<file path="src/rtl/pipe_stage_buffer.sv">
// Two-entry pipeline stage buffer (main + skid) with halt, flush, bubble
// insertion on empty output, and a saturating stall counter.
module pipe_stage_buffer #(
  parameter int                DATA_W     = 16,
  parameter int                NUM_FIELDS = 6,
  parameter int                NOP_FIELD  = 5,
  parameter logic [DATA_W-1:0] NOP_INST   = 16'h0000
) (
  input  logic                         clk,
  input  logic                         rst,
  input  logic                         halt,
  input  logic                         flush,
  input  logic                         in_valid,
  output logic                         in_ready,
  input  logic [NUM_FIELDS*DATA_W-1:0] in_data,
  output logic                         out_valid,
  input  logic                         out_ready,
  output logic [NUM_FIELDS*DATA_W-1:0] out_data,
  output logic [1:0]                   occupancy,
  output logic [15:0]                  stall_cnt
);

  localparam int TOTAL_W = NUM_FIELDS * DATA_W;

  logic               r_mainValid;
  logic [TOTAL_W-1:0] r_mainData;
  logic               r_skidValid;
  logic [TOTAL_W-1:0] r_skidData;
  logic [15:0]        r_stallCnt;

  logic               w_accept;
  logic               w_pop;
  logic               w_stall;
  logic [TOTAL_W-1:0] w_bubble;

  always_comb begin
    w_bubble = '0;
    w_bubble[NOP_FIELD*DATA_W +: DATA_W] = NOP_INST;
  end

  assign in_ready  = !halt && !flush && !r_skidValid;
  assign out_valid = r_mainValid && !halt;
  assign out_data  = r_mainValid ? r_mainData : w_bubble;
  assign occupancy = {1'b0, r_mainValid} + {1'b0, r_skidValid};
  assign stall_cnt = r_stallCnt;

  assign w_accept = in_valid && in_ready;
  assign w_pop    = out_valid && out_ready;
  assign w_stall  = (halt && r_mainValid) || (out_valid && !out_ready);

  // The skid entry only ever fills while main is occupied, so a pop always
  // promotes skid first; a new beat can only land in main when skid is empty.
  always_ff @(posedge clk or negedge rst) begin
    if (!rst) begin
      r_mainValid <= 1'b0;
      r_mainData  <= '0;
      r_skidValid <= 1'b0;
      r_skidData  <= '0;
    end else if (flush) begin
      r_mainValid <= 1'b0;
      r_skidValid <= 1'b0;
    end else if (!halt) begin
      if (w_pop) begin
        if (r_skidValid) begin
          r_mainData  <= r_skidData;
          r_skidValid <= 1'b0;
        end else if (w_accept) begin
          r_mainData <= in_data;
        end else begin
          r_mainValid <= 1'b0;
        end
      end else if (w_accept) begin
        if (r_mainValid) begin
          r_skidData  <= in_data;
          r_skidValid <= 1'b1;
        end else begin
          r_mainData  <= in_data;
          r_mainValid <= 1'b1;
        end
      end
    end
  end

  // Counter deliberately survives flush; only reset clears it.
  always_ff @(posedge clk or negedge rst) begin
    if (!rst) begin
      r_stallCnt <= '0;
    end else if (w_stall && (r_stallCnt != 16'hFFFF)) begin
      r_stallCnt <= r_stallCnt + 16'd1;
    end
  end

endmodule

</file>
<file path="config.mk">
export PLATFORM = sky130hd
export DESIGN_NAME = pipe_stage_buffer
export DESIGN_NICKNAME = d
export VERILOG_FILES = /design/src/rtl/pipe_stage_buffer.sv
export SDC_FILE = /design/constraint.sdc
export NUM_CORES = 1
export LEC_CHECK = 0
export CORE_UTILIZATION = 54
export CTS_CLUSTER_SIZE = 12
export DETAILED_ROUTE_END_ITERATION = 6
export PLACE_DENSITY = 0.84
export SLEW_MARGIN = 20
export SYNTH_ARGS = -nofsm -noshare
export SYNTH_HDL_FRONTEND = slang
export SYNTH_SLANG_ARGS = --single-unit
</file>
<file path="constraint.sdc">
create_clock -name clk -period 4.7 [get_ports clk]
set_input_delay 1.175 -clock clk [delete_from_list [all_inputs] [get_ports clk]]
set_output_delay 1.175 -clock clk [all_outputs]
set_load 0.02 [all_outputs]
</file>
==> flow_metrics.tcl, run 1 <==
set metrics [dict create \
    outcome "complete, no violations" \
    timing.final.hold_violations 0 \
    clkSlewWorstSetupHoldPaths_ns 0.06 \
    period_needed_ns 3.81 \
    detail_route.wirelength_microns 21200 \
    detailed_route_iter0_violations 246 \
    yosys.cell_types.count 32 \
    finalSetupViolCount 0 \
    drt-vias-per-instance 5.33 \
    total_leakage_power_nw 6.33 \
    post-cts-setup-buffers 0 \
    critical_path.startpoint_type "input pin" \
    final-max-slew-violation-count 0 \
    syn2layout_area_growth_pct 31.4 \
    powerDensity_nw_per_um2 382 \
    cp.arrival_ns 2.63 \
    layout_worst_path_cycle_share 0.810 \
    clock-skew-final_ns 0.00540 \
    synth_area_sq_um 9550 \
    resized_after_cts 0 \
    p_clk_frac 0.358 \
    post-synth-top-area-cell "sky130_fd_sc_hd__dfrtp_1" \
    grt_usage 0.238 \
    timing.critical_path.cells "clkdlybuf4s50_1, and2b_1, clkdlybuf4s50_1" \
    cts-hold-fix-buffers 0 \
    syn_nets 920 \
    hp-class "register to register" \
    clock_path_buffers 3 \
    sequentialPowerShare 0.481 \
    synth_top_flop_cell "sky130_fd_sc_hd__dfrtp_1" \
    ff_latch_area_sq_um 5260 \
    detailed_route_via_count 6673 \
    achievable-frequency_mhz 263 \
    slew_headroom 0.367 \
    first_pass_grt_wire_length_microns 34500 \
    share_of_layout_cells_above_drive_strength_1 0.140 \
    design.final.nets 1116 \
    n_fill_cell 1259 \
    maxCapViolCount 0 \
    p_switching_mw 1.21 \
    placer_s_final_routability_congestion_estimate 0.830 \
    avg_wl_per_cell_microns 16.9 \
    synth_top_area_share 0.550 \
    syn_area_per_cell_sq_um 11.7 \
    multi_input_area_sq_um 3980 \
    finalPower_mw 4.79 \
    grt_setup_unrepaired "no" \
    comb_power_share 0.161 \
    worst_path_max_delay_cell "sky130_fd_sc_hd__clkdlybuf4s50_1" \
    floorplan.io_pins 218 \
    path_max_fanout 5 \
    maximum_number_of_pins_on_one_net_before_global_route_repair 121 \
    path_class "input pin to primary output" \
    critPathRequiredTime_ns 3.52 \
    fp.dieW_microns 135 \
    die-area_sq_um 18200 \
    synth_enable_flop_cells 0 \
    firstDrtPassIters 4 \
    drcViolationCount 0 \
    cts_buffers 23 \
    synthesis_warnings 0 \
    switching_share_of_total_power 0.252 \
    dpl.hpwl_microns 13300 \
    max_stage_delay_on_crit_path_ns 0.65 \
    die_y_microns 135 \
    tightest_slew_ns 0.949 \
    synth.ff_latch_count 210 \
    vdd_ir_drop_max_mv 0.382 \
    cp_common_cell "sky130_fd_sc_hd__clkdlybuf4s50_1" \
    antenna_violations_before_repair 2 \
    globalRouteOverflowTotal 0 \
    endpoint_kind "primary output" \
    number_of_global_route_vias_before_repair 6880 \
    synth-seq-area-share 0.550 \
    synth.most_common_cell "sky130_fd_sc_hd__dfrtp_1" \
    synth_cells 816 \
    worstSkewPairLatency_ns 0.49 \
    cts.sink_count 210 \
    core_box_area_sq_um 17300 \
    internal_power_mw 3.58 \
    initial_utilization 0.552 \
    tns_ns 0 \
    number_of_port_buffers 217 \
    ys_top_cells_by_count "210 x sky130_fd_sc_hd__dfrtp_1, 105 x sky130_fd_sc_hd__nand2_1, 98 x sky130_fd_sc_hd__mux2_2, 97 x sky130_fd_sc_hd__and2_1, 97 x sky130_fd_sc_hd__mux2i_1" \
    cts-root-buf "sky130_fd_sc_hd__clkbuf_16" \
    synth_async_sr_flop_share 1.00 \
    rows 48 \
    htree_levels 1 \
    drt.antenna.violating_nets 0 \
    tritoncts "built" \
    synth_area_leaders "sky130_fd_sc_hd__dfrtp_1 55%, sky130_fd_sc_hd__mux2_2 12%, sky130_fd_sc_hd__mux2i_1 10%" \
]
==> state kept, by name, summed over array words and instances, names as in the netlist <==
register / count
r_skidData: 96
r_skidValid: 1
r_mainData: 96
stall_cnt: 16
r_mainValid: 1
==> placed cells by master, fill, tap and decap left out, drive strengths merged <==
cell             n
and3             3
diode            2
or4              1
buf              9
and2b            1
nand2          105
nor3b            2
inv              2
dfrtp          210
a22oi            1
nand3            4
and2            97
ha               2
nand4b           1
clkinv           3
nor2             3
o21ai           97
nor4             7
bufinv           1
nor3             6
nand4            5
mux2i           97
nor2b            1
and4             1
nor4b            1
a21oi            1
clkdlybuf4s50  216
clkbuf          36
a211oi           1
xnor2            1
xor2            13
mux2            98
==> cell families after synthesis <==
family                   share of synthesized area
flip-flops                                   0.550
multiplexers                                 0.217
adder cells (fa/ha/maj)                    0.00262
AND/OR/NAND/NOR                              0.129
XOR/XNOR                                    0.0128
buffers and inverters                       0.0353
AO/OA/AOI/OAI                               0.0529
==> critical path, delay by kind of cell <==
| family | cells | cell delay [ns] |
|---|---|---|
| simple gates | 1 | 0.33 |
| buf+inv | 2 | 1.13 |
==> worst paths after layout <==
path / from / to / slack [ns] / cells past startpoint
max: halt / out_valid / 0.89 / 3
min: r_mainData[52] / r_mainData[52] / 0.47 / 2
max reg2reg: r_mainValid / r_mainData[80] / 2.27 / 5
min reg2reg: r_mainData[52] / r_mainData[52] / 0.47 / 2
max in group asynchronous: rst / r_mainData[36] / 2.95 / 2
min in group asynchronous: rst / r_skidData[45] / 0.82 / 1
==> routing by layer <==
| metal | global-route usage | up-vias | wire length [microns] |
|---|---|---|---|
| met3 | 0.0770 | 27 | 1750 |
| met1 | 0.298 | 3268 | 8910 |
| met5 | 0 | - | 0 |
| met2 | 0.397 | 187 | 10100 |
| li1 | - | 3191 | - |
| met4 | 0.0612 | 0 | 391 |
==> layout make-up <==
cell class | instances | share of cell area
Clock buffer | 35 | 0.0534
Timing Repair Buffer | 226 | 0.184
Tap cell | 225 | 0.0224
Inverter | 2 | 0.000598
Clock inverter | 4 | 0.00359
Multi-Input combinational cell | 549 | 0.317
Antenna cell | 2 | 0.000399
Sequential cell | 210 | 0.419
==> power groups by stage <==
stage / clock network [mW] / registers [mW] / logic [mW]
finish: 1.71 / 2.30 / 0.773
global route: 1.83 / 2.34 / 0.856
CTS: 1.76 / 2.30 / 0.785
detailed placement: 0 / 2.33 / 0.779
global placement: 0 / 2.31 / 0.751
floorplan: 0 / 2.30 / 0.436
==> metrics by stage <==
step	instances	hold slack, ns	area, sq um	utilization	worst slack (ns)
6_report	1253	0.471	12500	0.726	0.894
5_1_grt	1253	0.487	12500	0.726	0.831
4_1_cts	1251	0.475	12500	0.725	0.900
3_5_place_dp	1212	0.462	11800	0.683	0.906
3_3_place_gp	1212	0.453	11800	0.683	0.930
2_1_floorplan	816	0.442	9550	-	1.85
(Power assumes the default switching activity.)
==> run 2: changes to the inputs <==
Settings changed: CORE_UTILIZATION 54 to 46, PLACE_DENSITY 0.84 to 0.76.
Clock period 4.7 ns to 3.3 ns, I/O delays scaled along.
==> flow_metrics.tcl, run 2 (synthesis results as in run 1) <==
set metrics [dict create \
    clkSlewWorstSetupHoldPaths_ns 0.06 \
    die_y_microns 146 \
    vdd_ir_drop_max_mv 0.434 \
    outcome "complete, no violations" \
    n_fill_cell 1655 \
    endpoint_kind "primary output" \
    share_of_layout_cells_above_drive_strength_1 0.142 \
    hp-class "input pin to async pin" \
    whs_ns 0.341 \
    final_common_cell "sky130_fd_sc_hd__clkdlybuf4s50_1" \
    worstSkewPairLatency_ns 0.50 \
    design.final.nets 1121 \
    drt-vias-per-instance 5.04 \
    top_usage_layer "met2" \
    total_leakage_power_nw 6.34 \
    drt.antenna.violating_nets 0 \
    cp.arrival_ns 2.29 \
    fp.dieW_microns 146 \
    slew_headroom 0.475 \
    postLayoutCoreUtil 0.623 \
    met3_usage 0.0628 \
    post-cts-setup-buffers 0 \
    ff_latch_area_sq_um 5260 \
    max_stage_delay_on_crit_path_ns 0.63 \
    finalPower_mw 6.80 \
    powerDensity_nw_per_um2 537 \
    drcViolationCount 0 \
    timing.final.hold_violations 0 \
    grt_setup_unrepaired "no" \
    cts.sink_count 210 \
    first_pass_grt_wire_length_microns 33800 \
    path_max_fanout 5 \
    cp_common_cell "sky130_fd_sc_hd__clkdlybuf4s50_1" \
    globalRouteOverflowTotal 0 \
    htree_levels 1 \
    origin_of_the_critical_flop_to_flop_path "stall_cnt[0]" \
    detail_route.wirelength_microns 20600 \
    cts-hold-fix-buffers 0 \
    core_box_area_sq_um 20300 \
    grt.met1_usage 0.253 \
    worst_path_max_delay_cell "sky130_fd_sc_hd__clkdlybuf4s50_1" \
    critPathRequiredTime_ns 2.47 \
    avg_wl_per_cell_microns 15.9 \
    tritoncts "built" \
    die-area_sq_um 21300 \
    clock-skew-final_ns 0.00730 \
    most-common-layout-cells "216 x sky130_fd_sc_hd__clkdlybuf4s50_1, 209 x sky130_fd_sc_hd__dfrtp_1, 105 x sky130_fd_sc_hd__nand2_1" \
    critical_path.startpoint_type "input pin" \
    number_of_port_buffers 217 \
    detailed_route_via_count 6539 \
    reg2reg_setup_slack_ns 1.21 \
    antennaDiodeCount 0 \
    resized_after_cts 0 \
    maxCapViolCount 0 \
    rr_endpoint "stall_cnt[1]" \
    rows 52 \
    multi_input_area_sq_um 3970 \
    placedCellCount 1261 \
    cts_buffers 24 \
    layout_worst_path_cycle_share 0.943 \
    syn2layout_area_growth_pct 32.6 \
    final_cell_count_without_fillers 1297 \
    floorplan.io_pins 218 \
    length_in_cells_of_the_worst_reg_to_reg_path 6 \
    period_needed_ns 3.11 \
    number_of_global_route_vias_before_repair 6549 \
    clock_path_buffers 3 \
    placer_s_final_routability_congestion_estimate 0.755 \
    path_class "input pin to primary output" \
    finalSetupViolCount 0 \
    grt_use_met2 0.316 \
    timing.critical_path.cells "clkdlybuf4s50_1, and2b_1, clkdlybuf4s50_1" \
    final-max-slew-violation-count 0 \
    firstDrtPassIters 4 \
    antenna_violations_before_repair 0 \
    maximum_number_of_pins_on_one_net_before_global_route_repair 193 \
    detailed_route_iter0_violations 161 \
    initial_utilization 0.470 \
    dpl.hpwl_microns 12900 \
    cts-root-buf "sky130_fd_sc_hd__clkbuf_16" \
    grt_usage 0.194 \
    achievable-frequency_mhz 321 \
    tns_ns 0 \
    tightest_slew_ns 0.788 \
]
run 2: cell count changes in the layout (fill, tap and decap cells not counted), sizes merged:
cell / change
clkinv: -3
buf: +4
bufinv: -1
diode: -2
inv: +1
run 2: per-stage QoR:
step,setup WS [ns],area [sq um]
final,0.187,12700
after floorplan,1.15,9550
after global routing,0.139,12700
after detailed placement,0.202,11900
after global placement,0.228,11900
after CTS,0.199,12700
run 2: how the worst max path moves through the flow:
stage | from | end
global route | halt | out_valid
global placement | halt | out_valid
CTS | halt | out_valid
detailed placement | halt | out_valid
floorplan | halt | in_ready
finish | halt | out_valid
run 2: final cells by class:
type                            instances  area share
Clock buffer                           35      0.0556
Clock inverter                          1    0.000692
Inverter                                2    0.000593
Multi-Input combinational cell        549       0.314
Sequential cell                       210       0.415
Tap cell                              270      0.0267
Timing Repair Buffer                  230       0.188
run 2: layer usage:
metal	up-vias	wire [microns]
met4	0	413
met3	31	1650
met2	172	9440
met1	3151	9070
met5	-	0
li1	3185	-
run 2: critical path, delay by kind of cell:
kind	cells	cell delay, ns
buffers and inverters	2	1.13
and+or+nand+nor	1	0.33
run 2: where the power goes:
part	total [mW]	internal, mW	switching, mW
clock	2.43	1.45	0.978
combinational	1.10	0.601	0.496
sequential	3.27	3.04	0.233
==> run 3: changes to the inputs <==
Settings changed: SLEW_MARGIN 20 to 25, TNS_END_PERCENT from default to 10.
==> results of run 3 <==
Same layout as run 2: the final DEF is identical, and so are final timing and power.
